**src/rtl/fifo_uart_pkg.sv**
```systemverilog
// Shared types and constants for the fifo-to-UART drain block.
package fifo_uart_pkg;

  localparam int   STATE_W   = 3;
  localparam int   DATA_BITS = 8;
  localparam logic TX_IDLE   = 1'b1;

  typedef enum logic [STATE_W-1:0] {
    IDLE,
    REQ,
    LOAD,
    START,
    DATA,
    PARITY,
    STOP
  } state_t;

endpackage

```
**src/rtl/fifo_uart_drain_baud_tick_gen.sv**
```systemverilog
// Bit-period counter: emits a one-cycle tick on the last clk of every serial bit.
module baud_tick_gen #(
  parameter int CLKS_PER_BIT = 16
) (
  input  logic clk,
  input  logic rst_n,
  input  logic clear,
  output logic tick
);

  localparam int                CNT_W = $clog2(CLKS_PER_BIT);
  localparam logic [CNT_W-1:0]  LAST  = CNT_W'(CLKS_PER_BIT - 1);

  logic [CNT_W-1:0] count;

  // NOTE: sequential state uses non-blocking assignments so every flop samples pre-edge values.
  always_ff @(posedge clk or negedge rst_n) begin
    if (!rst_n) begin
      count <= '0;
    end else if (clear || count == LAST) begin
      count <= '0;
    end else begin
      count <= count + 1'b1;
    end
  end

  assign tick = (count == LAST) && !clear;

endmodule

```
**src/rtl/fifo_uart_drain.sv**
```systemverilog
// Pops bytes from an 8-bit fifo and serialises them as async frames on tx.
module fifo_uart_drain
  import fifo_uart_pkg::*;
#(
  parameter int CLKS_PER_BIT = 16,
  parameter int PARITY_EN    = 0,
  parameter int STOP_BITS    = 1
) (
  input  logic        clk,
  input  logic        rst_n,
  input  logic        enable,
  input  logic        fifo_empty,
  output logic        fifo_rd_req,
  input  logic [7:0]  fifo_data,
  output logic        tx,
  output logic        busy,
  output logic [15:0] frames_sent
);

  localparam logic [2:0] LAST_BIT  = 3'(DATA_BITS - 1);
  localparam logic       LAST_STOP = 1'(STOP_BITS - 1);

  state_t     state;
  logic [7:0] shift;
  logic       parity;
  logic [2:0] bit_cnt;
  logic       stop_cnt;
  logic       tick;
  logic       baud_clear;

  // The bit timer only runs once the start bit begins, so START always gets a full period.
  assign baud_clear = (state == IDLE) || (state == REQ) || (state == LOAD);

  baud_tick_gen #(
    .CLKS_PER_BIT(CLKS_PER_BIT)
  ) u_baud (
    .clk   (clk),
    .rst_n (rst_n),
    .clear (baud_clear),
    .tick  (tick)
  );

  always_ff @(posedge clk or negedge rst_n) begin
    if (!rst_n) begin
      state       <= IDLE;
      tx          <= TX_IDLE;
      fifo_rd_req <= 1'b0;
      busy        <= 1'b0;
      frames_sent <= '0;
      shift       <= '0;
      parity      <= 1'b0;
      bit_cnt     <= '0;
      stop_cnt    <= 1'b0;
    end else begin
      fifo_rd_req <= 1'b0;
      case (state)
        IDLE: begin
          if (enable && !fifo_empty) begin
            fifo_rd_req <= 1'b1;
            busy        <= 1'b1;
            state       <= REQ;
          end
        end
        REQ: state <= LOAD;
        LOAD: begin
          shift    <= fifo_data;
          parity   <= ^fifo_data;
          bit_cnt  <= '0;
          stop_cnt <= 1'b0;
          tx       <= 1'b0;
          state    <= START;
        end
        START: begin
          if (tick) begin
            tx    <= shift[0];
            state <= DATA;
          end
        end
        DATA: begin
          if (tick) begin
            if (bit_cnt == LAST_BIT) begin
              if (PARITY_EN != 0) begin
                tx    <= parity;
                state <= PARITY;
              end else begin
                tx    <= TX_IDLE;
                state <= STOP;
              end
            end else begin
              bit_cnt <= bit_cnt + 1'b1;
              shift   <= {1'b0, shift[7:1]};
              tx      <= shift[1];
            end
          end
        end
        PARITY: begin
          if (tick) begin
            tx    <= TX_IDLE;
            state <= STOP;
          end
        end
        STOP: begin
          if (tick) begin
            if (stop_cnt == LAST_STOP) begin
              frames_sent <= frames_sent + 16'd1;
              busy        <= 1'b0;
              state       <= IDLE;
            end else begin
              stop_cnt <= stop_cnt + 1'b1;
            end
          end
        end
        default: begin
          tx    <= TX_IDLE;
          busy  <= 1'b0;
          state <= IDLE;
        end
      endcase
    end
  end

endmodule
```
**config.mk**
```make
export PLATFORM = sky130hd
export DESIGN_NAME = fifo_uart_drain
export DESIGN_NICKNAME = d
export VERILOG_FILES = /design/src/rtl/fifo_uart_pkg.sv /design/src/rtl/fifo_uart_drain_baud_tick_gen.sv /design/src/rtl/fifo_uart_drain.sv
export SDC_FILE = /design/constraint.sdc
export NUM_CORES = 1
export LEC_CHECK = 0
export ABC_CLOCK_PERIOD_IN_PS = 4500
export CORE_UTILIZATION = 45
export DETAILED_ROUTE_END_ITERATION = 8
export PLACE_DENSITY = 0.67
export SYNTH_ARGS = -nofsm -noshare
export SYNTH_HDL_FRONTEND = slang
export SYNTH_SLANG_ARGS = --single-unit
```
**constraint.sdc**
```tcl
create_clock -name clk -period 4.5 [get_ports clk]
set_clock_uncertainty 0.2 [all_clocks]
set_input_delay 0.9 -clock clk [delete_from_list [all_inputs] [get_ports clk]]
set_output_delay 0.9 -clock clk [all_outputs]
set_load 0.05 [all_outputs]
```
==> results of run 1 <==
-- layout make-up --
class                      instances  area, sq um
multi-input combinational        113        827.0
timing repair buffer              31        307.8
inverter                           3        11.26
clock inverter                     1        5.005
fill                             335         1509
tap                               48        60.06
clock buffer                       7        96.34
sequential                        37        927.1
-- worst paths after layout --
check,start,to,slack [ns],cells past startpoint
setup / recovery,tx$_DFFE_PN1P_,tx,1.78,1
hold / removal,frames_sent[15]$_DFFE_PN0P_,frames_sent[15]$_DFFE_PN0P_,0.27,1
setup reg to reg,state[2]$_DFFE_PN0P_,shift[5]$_DFFE_PN0P_,1.98,4
hold reg to reg,frames_sent[15]$_DFFE_PN0P_,frames_sent[15]$_DFFE_PN0P_,0.27,1
max in group asynchronous,rst_n,tx$_DFFE_PN1P_,2.91,2
min in group asynchronous,rst_n,shift[6]$_DFFE_PN0P_,0.82,2
-- per-stage QoR --
step / instance area (sq um) / util (%)
floorplan: 1789 / -
global placement: 2133 / 56.99
detailed placement: 2133 / 56.99
CTS: 2235 / 59.69
global route: 2235 / 59.69
finish: 2235 / 59.69
-- routing by layer --
metal | up-vias | GRT usage [%] | part of all wire, %
met5 | - | 0 | 0
met4 | 0 | 4.891 | 0.41
met3 | 3 | 4.225 | 3.5
met2 | 28 | 31.38 | 51
met1 | 655 | 23.48 | 45
li1 | 625 | - | -
-- logic make-up (layout without fill, tap and decap cells) --
family          count (synthesis)  after routing  share of synthesized area, %
simple gates                   54             54                         17.48
xor+xnor                       17             17                         8.322
flops                          37             37                         51.82
mux                            16             16                         10.07
fa+ha+maj                       4              4                         2.797
compound gates                 22             22                         7.552
buf+inv                         9             42                         1.958
-- power groups by stage --
stage | sequential, W | combinational, W | clock, W
final | 0.000338 | 0.0000260 | 0.000250
after global routing | 0.000339 | 0.0000290 | 0.000268
after CTS | 0.000338 | 0.0000270 | 0.000257
after detailed placement | 0.000345 | 0.0000269 | 0
after global placement | 0.000345 | 0.0000259 | 0
after floorplan | 0.000346 | 0.00000654 | 0
-- state kept, by name, indices dropped and copies added, names as in the netlist --
signal / cells
shift: 8
fifo_rd_req: 1
busy: 1
tx: 1
state: 3
u_baud.count: 4
frames_sent: 16
bit_cnt: 3
-- Yosys cell counts --
master,count
dfrtp_1,36
mux2_2,16
nand2_1,12
xnor2_1,11
nand3_1,9
a21oi_1,8
o21ai_0,7
xor2_1,6
clkbuf_1,5
ha_1,4
nor2_1,4
nor3_1,4
and3_1,3
inv_1,3
nand4_1,3
nor2b_1,3
and4_1,2
nand2b_1,2
nor3_2,2
nor3b_1,2
o31ai_1,2
a31oi_1,1
a31oi_2,1
a32o_1,1
and2b_1,1
buf_2,1
dfstp_2,1
nand3b_1,1
nand4_2,1
nand4b_1,1
nor2_2,1
nor4_1,1
o211ai_1,1
o311ai_0,1
or3_1,1
or4_4,1
==> metrics.txt, run 1 <==
Reg power frac=55.1%; Power Density=275.0 mW/mm^2; diode count=0; Max IR drop VDD=165.4 uV; total power=0.0006144 W; vias post-DR=1311; CP bufs+invs=1; Worst EP required=3.40 ns; crit path kind=reg -> out; Min Hold Slack=0.2695 ns; Die Y=65.06 microns; I/O pins=31; initial antenna violation count=0; RSZ-0062 raised after global routing=false; Post-Route Setup TNS=0 ns; Place WS=2.027 ns; HPWL Detailed=2424 microns; Syn Nets=175; most frequent cells in the layout=dfrtp_1, clkdlybuf4s50_1, mux2_2; CTS tree=done; hold buffers post-CTS=0; status=finished, final reports clean; Int Power=0.0004893 W; worst skew pair latency=0.28 ns; critical path fanouts, max=3; DRT iter0 DRCs=64; Routability Congestion=0.7638; Layout Cells excl Fill=240; Sink Count=37; pin count of the biggest net entering global routing=38; Post-CTS Setup Repair Bufs=0; CP Cell Sequence=clkdlybuf4s50_1; DRT Wirelength=3422 microns; Core Region=0.003744 sq mm; Sw Ratio=20.36%; GRT Overall Usage=18.44%; Crit path arrival time=1.62 ns; Seq cells post-synth=37; max-cap violations=0; Slew @ Worst Pin=0.7741 ns; Final Critical Period=2.723 ns; post-cts resize count=0; switching power=0.0001251 W; CTS Buf Count=5; final setup vio count=0; first-pass GRT wire length=5989 microns; ratio of cells with drive above 1 in the final layout=16.67%; cell taking the most area after synthesis=dfrtp_1; Avg Cell Area, Syn=11.25 sq um; H-tree depth=2; area delta synth->final=24.89%; NumNets Final=207; # rows=22; Syn Inst Count=159; Post-route DRC=0; Final Slew Violations=0; synthesized area=0.001789 sq mm; combinational share of power=4.2%; Clk pwr share=40.7%; CTS root buf=clkbuf_8; leading post-synthesis cells by cell area=dfrtp_1, mux2_2, xnor2_1, xor2_1, ha_1; headroom to the max-slew limit=48.29%; initial core utilization=47.79%; Largest delay share family, worst path=buffers and inverters; routed wire length per instance=14.26 microns; commonest non-fill, non-tap cell in the layout=dfrtp_1; clk slew on worst S/H paths=0.07 ns; total gr overflow=0; worst-case clock buffer depth=2; static leakage=0.9662 nW; Yosys warning total=0; final worst slack=1.777 ns; Final period util=60.50%; worst hold path type=reg -> reg; Netlist cell types=36; die area=0.004232 sq mm; final hold viol count=0; Pre-Repair DR Iteration Count=4; number of placed instances with taps included=232; CP max stage delay=0.80 ns; number of routed nets with antenna violations=0; slowest CP cell=clkdlybuf4s50_1; # port buffers=30; CP Launch Type=flip-flop; area share of the leading cell type in the synthesized netlist=50.35%; vias per inst=5.463; Die W=65.06 microns; crit end category=primary output; vias in the first global route=1307; f_max=367.3 MHz; register area share after synthesis=51.82%
Note: power is estimated with default switching activity, not from simulation.
==> run 2: changes to the inputs <==
--- a/config.mk
+++ b/config.mk
@@ -5,10 +5,10 @@
 export SDC_FILE = /design/constraint.sdc
 export NUM_CORES = 1
 export LEC_CHECK = 0
-export ABC_CLOCK_PERIOD_IN_PS = 4500
+export ABC_CLOCK_PERIOD_IN_PS = 2410
 export CORE_UTILIZATION = 45
 export DETAILED_ROUTE_END_ITERATION = 8
-export PLACE_DENSITY = 0.67
+export PLACE_DENSITY = 0.69
 export SYNTH_ARGS = -nofsm -noshare
 export SYNTH_HDL_FRONTEND = slang
 export SYNTH_SLANG_ARGS = --single-unit
==> constraint.sdc (replaced) <==
create_clock -name clk -period 2.41 [get_ports clk]
set_clock_uncertainty 0.2 [all_clocks]
set_input_delay 0.482 -clock clk [delete_from_list [all_inputs] [get_ports clk]]
set_output_delay 0.482 -clock clk [all_outputs]
set_load 0.05 [all_outputs]
==> run 2 against run 1 <==
Via count fell by 1.1%. Final cell count rose by 2.1%. Count of clock-buffer cells in the layout did not move. Core utilization rose by 1.0 points. Sequential share of layout area fell by 0.69 points. Routed wire length rose by 2.3%. Clock power rose by 87%. Die area did not move. Worst hold slack improved by 0.0040 ns. Sequential power rose by 87%. Cell area rose by 1.7%. Total power rose by 87%.
==> metrics.txt, run 2 (synthesis gave the netlist of run 1 again) <==
Final Critical Period=2.309 ns; commonest non-fill, non-tap cell in the layout=dfrtp_1; crit path from=tx$_DFFE_PN1P_; RSZ-0062 raised after global routing=false; most frequent cells in the layout=dfrtp_1, clkdlybuf4s50_1, mux2_2; busiest grt layer=met2; combinational share of power=4.2% (about the same); CTS Buf Count=5 (unchanged); max reg flops=16 (unchanged); Slew @ Worst Pin=0.5083 ns (-0.2658 ns); crit path kind=reg -> out; Int Power=0.0009137 W (+87%); worst-case clock buffer depth=2 (unchanged); Worst EP required=1.73 ns (-1.67 ns); CTS root buf=clkbuf_8; Multi-input gate area=827.0 sq um (unchanged); NumNets Final=212 (+2.4%); pin count of the biggest net entering global routing=38 (unchanged); initial antenna violation count=0 (unchanged); area delta synth->final=26.99%; CP max stage delay=0.79 ns (about the same); top flop regs=frames_sent: 16 flops, shift: 8 flops, u_baud.count: 4 flops; routed wire length per instance=14.29 microns (+0.22%); worst hold start=frames_sent[15]$_DFFE_PN0P_; Sw Ratio=20.43% (+0.072 points); Power Density=505.4 mW/mm^2 (+84%); CP Launch Type=flip-flop; max-cap violations=0 (unchanged); most flop-heavy register=frames_sent; HPWL Detailed=2565 microns (+5.8%); Post-Route Setup TNS=0 ns (unchanged); status=finished, final reports clean; Die W=65.06 microns (unchanged); Pre-Repair DR Iteration Count=4 (unchanged); first-pass GRT wire length=6127 microns (+2.3%); final hold viol count=0 (unchanged); ratio of cells with drive above 1 in the final layout=18.78% (+2.1 points); worst hold path type=reg -> reg; vias in the first global route=1331 (+1.8%); Max IR drop VDD=374.5 uV (+130%); die area=0.004232 sq mm (unchanged); f_max=433.1 MHz; number of routed nets with antenna violations=0 (unchanged); hold buffers post-CTS=0 (unchanged); Clk pwr share=40.7% (about the same); routing usage on met1=24.29% (+0.81 points); headroom to the max-slew limit=66.01% (+18 points); clk slew on worst S/H paths=0.07 ns (about the same); met3 Use GR=5.282% (+1.1 points); # fillers=326 (-2.7%); CP bufs+invs=1 (unchanged); slowest CP cell=clkdlybuf4s50_1; Place WS=0.3307 ns (-1.696 ns); critical path fanouts, max=3 (unchanged); Min Hold Slack=0.2735 ns (+0.003977 ns); Area after DPL=0.002171 sq mm (+1.8%); Die Y=65.06 microns (unchanged); Final Slew Violations=0 (unchanged); worst skew pair latency=0.29 ns (about the same); CP Cell Sequence=clkdlybuf4s50_1; switching power=0.0002346 W (+88%); crit end category=primary output; DRT iter0 DRCs=87 (+36%); vias per inst=5.290 (-3.2%); Post-route DRC=0 (unchanged); final instance area=0.002272 sq mm (+1.7%); total power=0.001148 W (+87%); GRT Overall Usage=19.46% (+1.0 points); total gr overflow=0 (unchanged); Final period util=95.80%; # port buffers=30 (unchanged); final worst slack=0.1013 ns (-1.676 ns); Largest delay share family, worst path=buffers and inverters; diode count=0 (unchanged); static leakage=0.9896 nW (+2.4%); Reg area=927.1 sq um (unchanged); # rows=22 (unchanged); Post-CTS Setup Repair Bufs=0 (unchanged); M2 GR Usage=32.03% (+0.65 points); Sink Count=37 (unchanged); initial core utilization=47.79% (unchanged); Crit path arrival time=1.63 ns (about the same); final setup vio count=0 (unchanged); vias post-DR=1296 (-1.1%); Routability Congestion=0.8096 (+6.0%); DRT Wirelength=3501 microns (+2.3%); CTS tree=done; R2R Path Start=u_baud.count[0]$_DFF_PN0_; Reg power frac=55.1% (about the same); H-tree depth=2 (unchanged); Core Region=0.003744 sq mm (unchanged); post-cts resize count=0 (unchanged); I/O pins=31 (unchanged)
==> run 2: cell count changes in the layout (fill, tap and decap cells not counted), sizes merged <==
cell  before  now
buf        1    6
==> run 2: layer usage <==
metal  wire (microns)  vias up  part of all wire [%]
li1                 -      638                     -
met5                0        -                     0
met2             1713       19                    49
met4               64        0                   1.8
met3              102        6                   2.9
met1             1620      633                    46
==> run 2: cell type report <==
cell class | instances | area share, %
flip-flops and latches | 37 | 40.80
multi-input cells | 113 | 36.40
repair buffers | 36 | 15.20
clock buffers | 7 | 4.240
well taps | 48 | 2.643
inverters | 3 | 0.4956
clock inverters | 1 | 0.2203
==> run 2: power groups by stage <==
stage | clock network (W) | logic, W | registers, W
floorplan | 0 | 0.0000122 | 0.000646
global placement | 0 | 0.0000491 | 0.000643
detailed placement | 0 | 0.0000501 | 0.000644
CTS | 0.000486 | 0.0000505 | 0.000632
global route | 0.000514 | 0.0000541 | 0.000633
finish | 0.000467 | 0.0000487 | 0.000632
==> run 2: final timing paths <==
kind                                                     to  slack (ns)  depth (start not counted)
worst max-delay path                                     tx        0.10                          1
worst min-delay path            frames_sent[15]$_DFFE_PN0P_        0.27                          1
worst max register to register       bit_cnt[0]$_DFFE_PN0P_        0.31                          5
worst min register to register  frames_sent[15]$_DFFE_PN0P_        0.27                          1
max in group asynchronous                    tx$_DFFE_PN1P_        1.26                          2
min in group asynchronous         u_baud.count[2]$_DFF_PN0_        0.42                          2
==> run 2: per-stage QoR <==
stage / utilization, % / std cells
2_1_floorplan: - / 159
3_3_place_gp: 57.99 / 237
3_5_place_dp: 57.99 / 237
4_1_cts: 60.70 / 245
5_1_grt: 60.70 / 245
6_report: 60.70 / 245
